## src/rtl/fmulsu.sv

```systemverilog
// Signed-by-unsigned fractional multiplier (FMULSU): iterative shift-add,
// one multiplier bit per clock, result left-shifted by one into r1:r0.
module fmulsu #(
  parameter int unsigned DATA_W = 8
) (
  input  logic              i_clk,
  input  logic              i_rst_n,
  input  logic              i_start,
  input  logic [DATA_W-1:0] i_rd,
  input  logic [DATA_W-1:0] i_rr,
  output logic [DATA_W-1:0] o_r1,
  output logic [DATA_W-1:0] o_r0,
  output logic              o_c,
  output logic              o_z,
  output logic              o_busy,
  output logic              o_done
);

  localparam int unsigned PW = 2 * DATA_W;
  localparam int unsigned CW = $clog2(DATA_W);

  typedef enum logic {S_IDLE, S_RUN} state_t;

  state_t          state;
  logic [PW-1:0]   mcand;
  logic [DATA_W-1:0] mplier;
  logic [PW-1:0]   acc;
  logic [CW-1:0]   cnt;

  logic [PW-1:0]   acc_next_c;
  logic [PW-1:0]   prod_sh_c;

  // One partial product per cycle; the shifted product is only used on the last step.
  always_comb begin
    acc_next_c = acc;
    if (mplier[cnt]) acc_next_c = acc + (mcand << cnt);
    prod_sh_c  = {acc_next_c[PW-2:0], 1'b0};
  end

  always_ff @(posedge i_clk or negedge i_rst_n) begin
    if (!i_rst_n) begin
      state  <= S_IDLE;
      mcand  <= '0;
      mplier <= '0;
      acc    <= '0;
      cnt    <= '0;
      o_r1   <= '0;
      o_r0   <= '0;
      o_c    <= 1'b0;
      o_z    <= 1'b0;
      o_busy <= 1'b0;
      o_done <= 1'b0;
    end else begin
      o_done <= 1'b0;
      case (state)
        S_IDLE: begin
          if (i_start) begin
            mcand  <= {{DATA_W{i_rd[DATA_W-1]}}, i_rd};
            mplier <= i_rr;
            acc    <= '0;
            cnt    <= '0;
            o_busy <= 1'b1;
            state  <= S_RUN;
          end
        end
        S_RUN: begin
          acc <= acc_next_c;
          cnt <= cnt + CW'(1);
          // Last multiplier bit: publish result; a start on this edge is not seen.
          if (cnt == CW'(DATA_W - 1)) begin
            o_r1   <= prod_sh_c[PW-1:DATA_W];
            o_r0   <= prod_sh_c[DATA_W-1:0];
            o_c    <= acc_next_c[PW-1];
            o_z    <= (prod_sh_c == '0);
            o_busy <= 1'b0;
            o_done <= 1'b1;
            state  <= S_IDLE;
          end
        end
        default: state <= S_IDLE;
      endcase
    end
  end

endmodule

```

## config.mk

```make
export PLATFORM = sky130hd
export DESIGN_NAME = fmulsu
export DESIGN_NICKNAME = d
export VERILOG_FILES = /design/src/rtl/fmulsu.sv
export SDC_FILE = /design/constraint.sdc
export NUM_CORES = 1
export LEC_CHECK = 0
export CAP_MARGIN = 10
export CORE_MARGIN = 2
export CORE_UTILIZATION = 50
export CTS_BUF_LIST = sky130_fd_sc_hd__clkbuf_8 sky130_fd_sc_hd__clkbuf_16
export DETAILED_ROUTE_END_ITERATION = 10
export PLACE_DENSITY = 0.8
export RECOVER_POWER = 25
export REMOVE_ABC_BUFFERS = 1
export SYNTH_ARGS = -nofsm -noshare
export SYNTH_HDL_FRONTEND = slang
export SYNTH_SLANG_ARGS = --single-unit
```

## constraint.sdc

```tcl
create_clock -name i_clk -period 3.4 [get_ports i_clk]
set_input_delay 0.68 -clock i_clk [delete_from_list [all_inputs] [get_ports i_clk]]
set_output_delay 0.68 -clock i_clk [all_outputs]
set_load 0.02 [all_outputs]
```

==> results of run 1 <==
## cells in the mapped netlist (2+ instances only)
library cell,n,area [µm²]
o21ai_1,2,10.01
ha_1,17,212.7
mux4_2,2,45.04
nand2b_1,2,12.51
a21oi_1,16,80.08
nand4_1,2,12.51
nand3_1,7,35.03
buf_6,3,33.78
o21ai_2,2,17.52
o41ai_1,2,17.52
mux2i_1,15,150.1
nand2_1,56,210.2
dfrtp_1,55,1376
nor3_1,6,30.03
o31ai_1,3,22.52
a211oi_1,3,22.52
mux2_2,28,315.3
a21o_1,6,45.04
xnor2_1,5,43.79
o22ai_1,11,68.82
clkbuf_1,16,60.06
o21ai_0,28,140.1
xor2_1,8,70.07
inv_1,9,33.78
nor3b_1,2,15.01
nor2_1,13,48.80
a31oi_1,3,18.77
buf_4,2,15.01
or3_1,3,18.77
## cell type report
cell class | count | area share
Clock buffer | 5 | 0.01652
Sequential cell | 55 | 0.3307
Clock inverter | 3 | 0.005407
Multi-Input combinational cell | 265 | 0.4806
Timing Repair Buffer | 63 | 0.1337
Inverter | 10 | 0.009012
Tap cell | 80 | 0.02403
## worst reg2reg max path: stages, from the launching register on
cell       delay (ns)
dfrtp_2          0.47
buf_4            0.17
mux2i_4          0.19
mux2_2           0.29
nor2_1           0.13
a21o_1           0.13
ha_1             0.28
nand4_1          0.17
nor2_2           0.07
a211oi_2         0.20
buf_4            0.18
a2111oi_2        0.08
nor3b_2          0.28
and3_1           0.21
nand3_1          0.10
o31ai_2          0.20
## sequential cells by signal, summed over array words and instances, names as in the netlist, 3 cells and up
signal  count
acc        16
cnt         3
mcand       8
mplier      8
o_r0        7
o_r1        8
## kinds of logic (layout without fill, tap and decap cells)
logic type	count (synthesis)	in the layout	share of synthesized area
simple gates	102	102	0.1418
compound gates	85	85	0.1539
flops	55	55	0.4029
mux	46	46	0.1560
buf+inv	31	81	0.04285
fa+ha+maj	18	18	0.06813
xor+xnor	13	13	0.03333
other cells	1	1	0.001098
## repair_timing
action	in CTS	in global routing
buffers inserted	0	3
hold buffers	0	0
resized for setup	0	28
setup endpoints to repair	0	11
hold endpoints to repair	0	0
## metal layers
metal / GRT usage / vias to the layer above
met5: 0 / -
met1: 0.3152 / 1326
met3: 0.04095 / 14
met2: 0.3720 / 77
li1: - / 1357
met4: 0.07386 / 0
## worst min path at each step
stage,from,to,slack [ns],cells past startpoint
CTS,i_rst_n,acc[10],0.35,1
global placement,o_r1[0],o_r1[0],0.46,2
floorplan,i_rst_n,acc[0],0.38,0
detailed placement,o_r1[3],o_r1[3],0.47,2
global route,o_r0[3],o_r0[3],0.51,2
finish,o_r1[0],o_r1[0],0.48,2
## stage by stage
stage	cell area, µm²	setup TNS (ns)
2_1_floorplan	3307	0
5_1_grt	4165	-0.02702
3_3_place_gp	3945	0
3_5_place_dp	3945	0
4_1_cts	4036	0
6_report	4165	0
==> flow_metrics.env, run 1 <==
export IMPL_drtAntennaViolNets=0
export IMPL_pre_cts_ws_ns=0.05733
export IMPL_drive_gt1_frac=0.2344
export IMPL_layout_commonest_cell="nand2_1"
export IMPL_cp_common_cell="buf_4"
export IMPL_clk_latency_ns=0.32
export IMPL_period_needed_ns=3.221
export IMPL_regArea_um2=1378
export IMPL_final_util=0.6199
export IMPL_crit_required_ns=3.63
export IMPL_status="finished, final reports clean"
export IMPL_gr_usage_all_layers=0.2303
export IMPL_slew_violations=0
export IMPL_place_hpwl_um=5926
export IMPL_wl_met2_um=3863
export IMPL_syn2layout_area_growth_pct=21.94
export IMPL_holdCritPathClass="flop to flop"
export IMPL_cpMaxStageDelayCell="dfrtp_2"
export IMPL_postSynth_asyncResetShare=1.000
export IMPL_gp_congestion=0.8831
export IMPL_initial_core_util=0.5084
export IMPL_dieArea_um2=7509
export IMPL_crit_family="simple AND/OR/NAND/NOR gates"
export IMPL_tightest_slew_ns=1.281
export IMPL_cts_htree_levels=2
export IMPL_maxCapViolations=0
export IMPL_multiInputGateArea_um2=2002
export IMPL_cts_root_buffer="clkbuf_8"
export IMPL_die_height_um=86.66
export IMPL_syn_inst=351
export IMPL_seq_area_frac_synth=0.4029
export IMPL_wl_met3_um=328
export IMPL_end_kind="flop"
export IMPL_clock_fmax_mhz=310.5
export IMPL_setup_violations=0
export IMPL_viasPerCell=5.767
export IMPL_synth_edf_count=0
export IMPL_ctsLongestPathBuffers=2
export IMPL_antenna_found_initial=0
export IMPL_final_nets=437
export IMPL_die_width_um=86.66
export IMPL_r2r_end="o_z"
export IMPL_numClockSinks=55
export IMPL_cts_buffers=5
export IMPL_post_drt_wl_per_cell_um=16.85
export IMPL_path_cells="buf_4 > mux2i_4 > mux2_2 > nor2_1 > a21o_1 > ha_1 > nand4_1 > nor2_2 > a211oi_2 > buf_4 > a2111oi_2 > nor3b_2 > and3_1 > nand3_1 > o31ai_2"
export IMPL_layout_setup_ws_ns=0.1795
export IMPL_ff2ff_path_depth=15
export IMPL_syn_cell_area_um2=3416
export IMPL_r2r_start="cnt[0]"
export IMPL_dr_pass1_iters=4
export IMPL_finClkSkew_ns=0.009328
export IMPL_cp_num_cells=15
export IMPL_fillers=544
export IMPL_crit_path_end="o_z"
export IMPL_vias=2774
export IMPL_place_inst=470
export IMPL_remaining_drc_errors=0
export IMPL_core_area_um2=6719
export IMPL_path_buf_inv=2
export IMPL_rows=30
export IMPL_holdWs_ns=0.4848
export IMPL_synth_area_per_cell_um2=9.732
export IMPL_crit_start="cnt[0]"
export IMPL_tritoncts="built"
export IMPL_layout_common_cells="nand2_1, dfrtp_1, clkdlybuf4s50_1, mux2_2, buf_4"
export IMPL_grt_pass1_wl_um=13580
export IMPL_critPathMaxStageDelay_ns=0.47
export IMPL_synth_yosys_warnings=0
export IMPL_stdcell_count=481
export IMPL_synthDistinctLibCells=53
export IMPL_critPathArrivalTime_ns=3.45
export IMPL_slew_headroom=0.1461
export IMPL_grt_max_degree=33
export IMPL_grt_overflow_total=0
export IMPL_clkTransAtPathRegs_ns=0.11
export IMPL_crit_type="flop to flop"
export IMPL_drt_iter0_markers=256
export IMPL_hold_viol_final=0
export IMPL_worstSetupStartpointType="flop"
export IMPL_synthFlopType="dfrtp_1"
export IMPL_ys_seq_elements=55
export IMPL_cp_max_fo=8
export IMPL_first_global_vias=2799
export IMPL_ff2ff_setup_slack_ns=0.18
export IMPL_min_period_over_period=0.9472
export IMPL_finalWirelength_um=8107
export IMPL_num_antenna_cells=0
export IMPL_port_buffers=37
export IMPL_wl_met1_um=3763
export IMPL_io_pins=39
export IMPL_top_layer="met4"
Power of run 1 is not shown: default switching activity piles up to over one toggle a cycle in this logic, so the estimate is an artifact.
==> run 2, diff against run 1 <==
Settings changed: CTS_CLUSTER_DIAMETER set to 80, SLEW_MARGIN set to 15.
==> results of run 2 <==
The final DEF is identical to that of run 1; final timing and power are the same.
Power of run 2 is left out for the same reason.
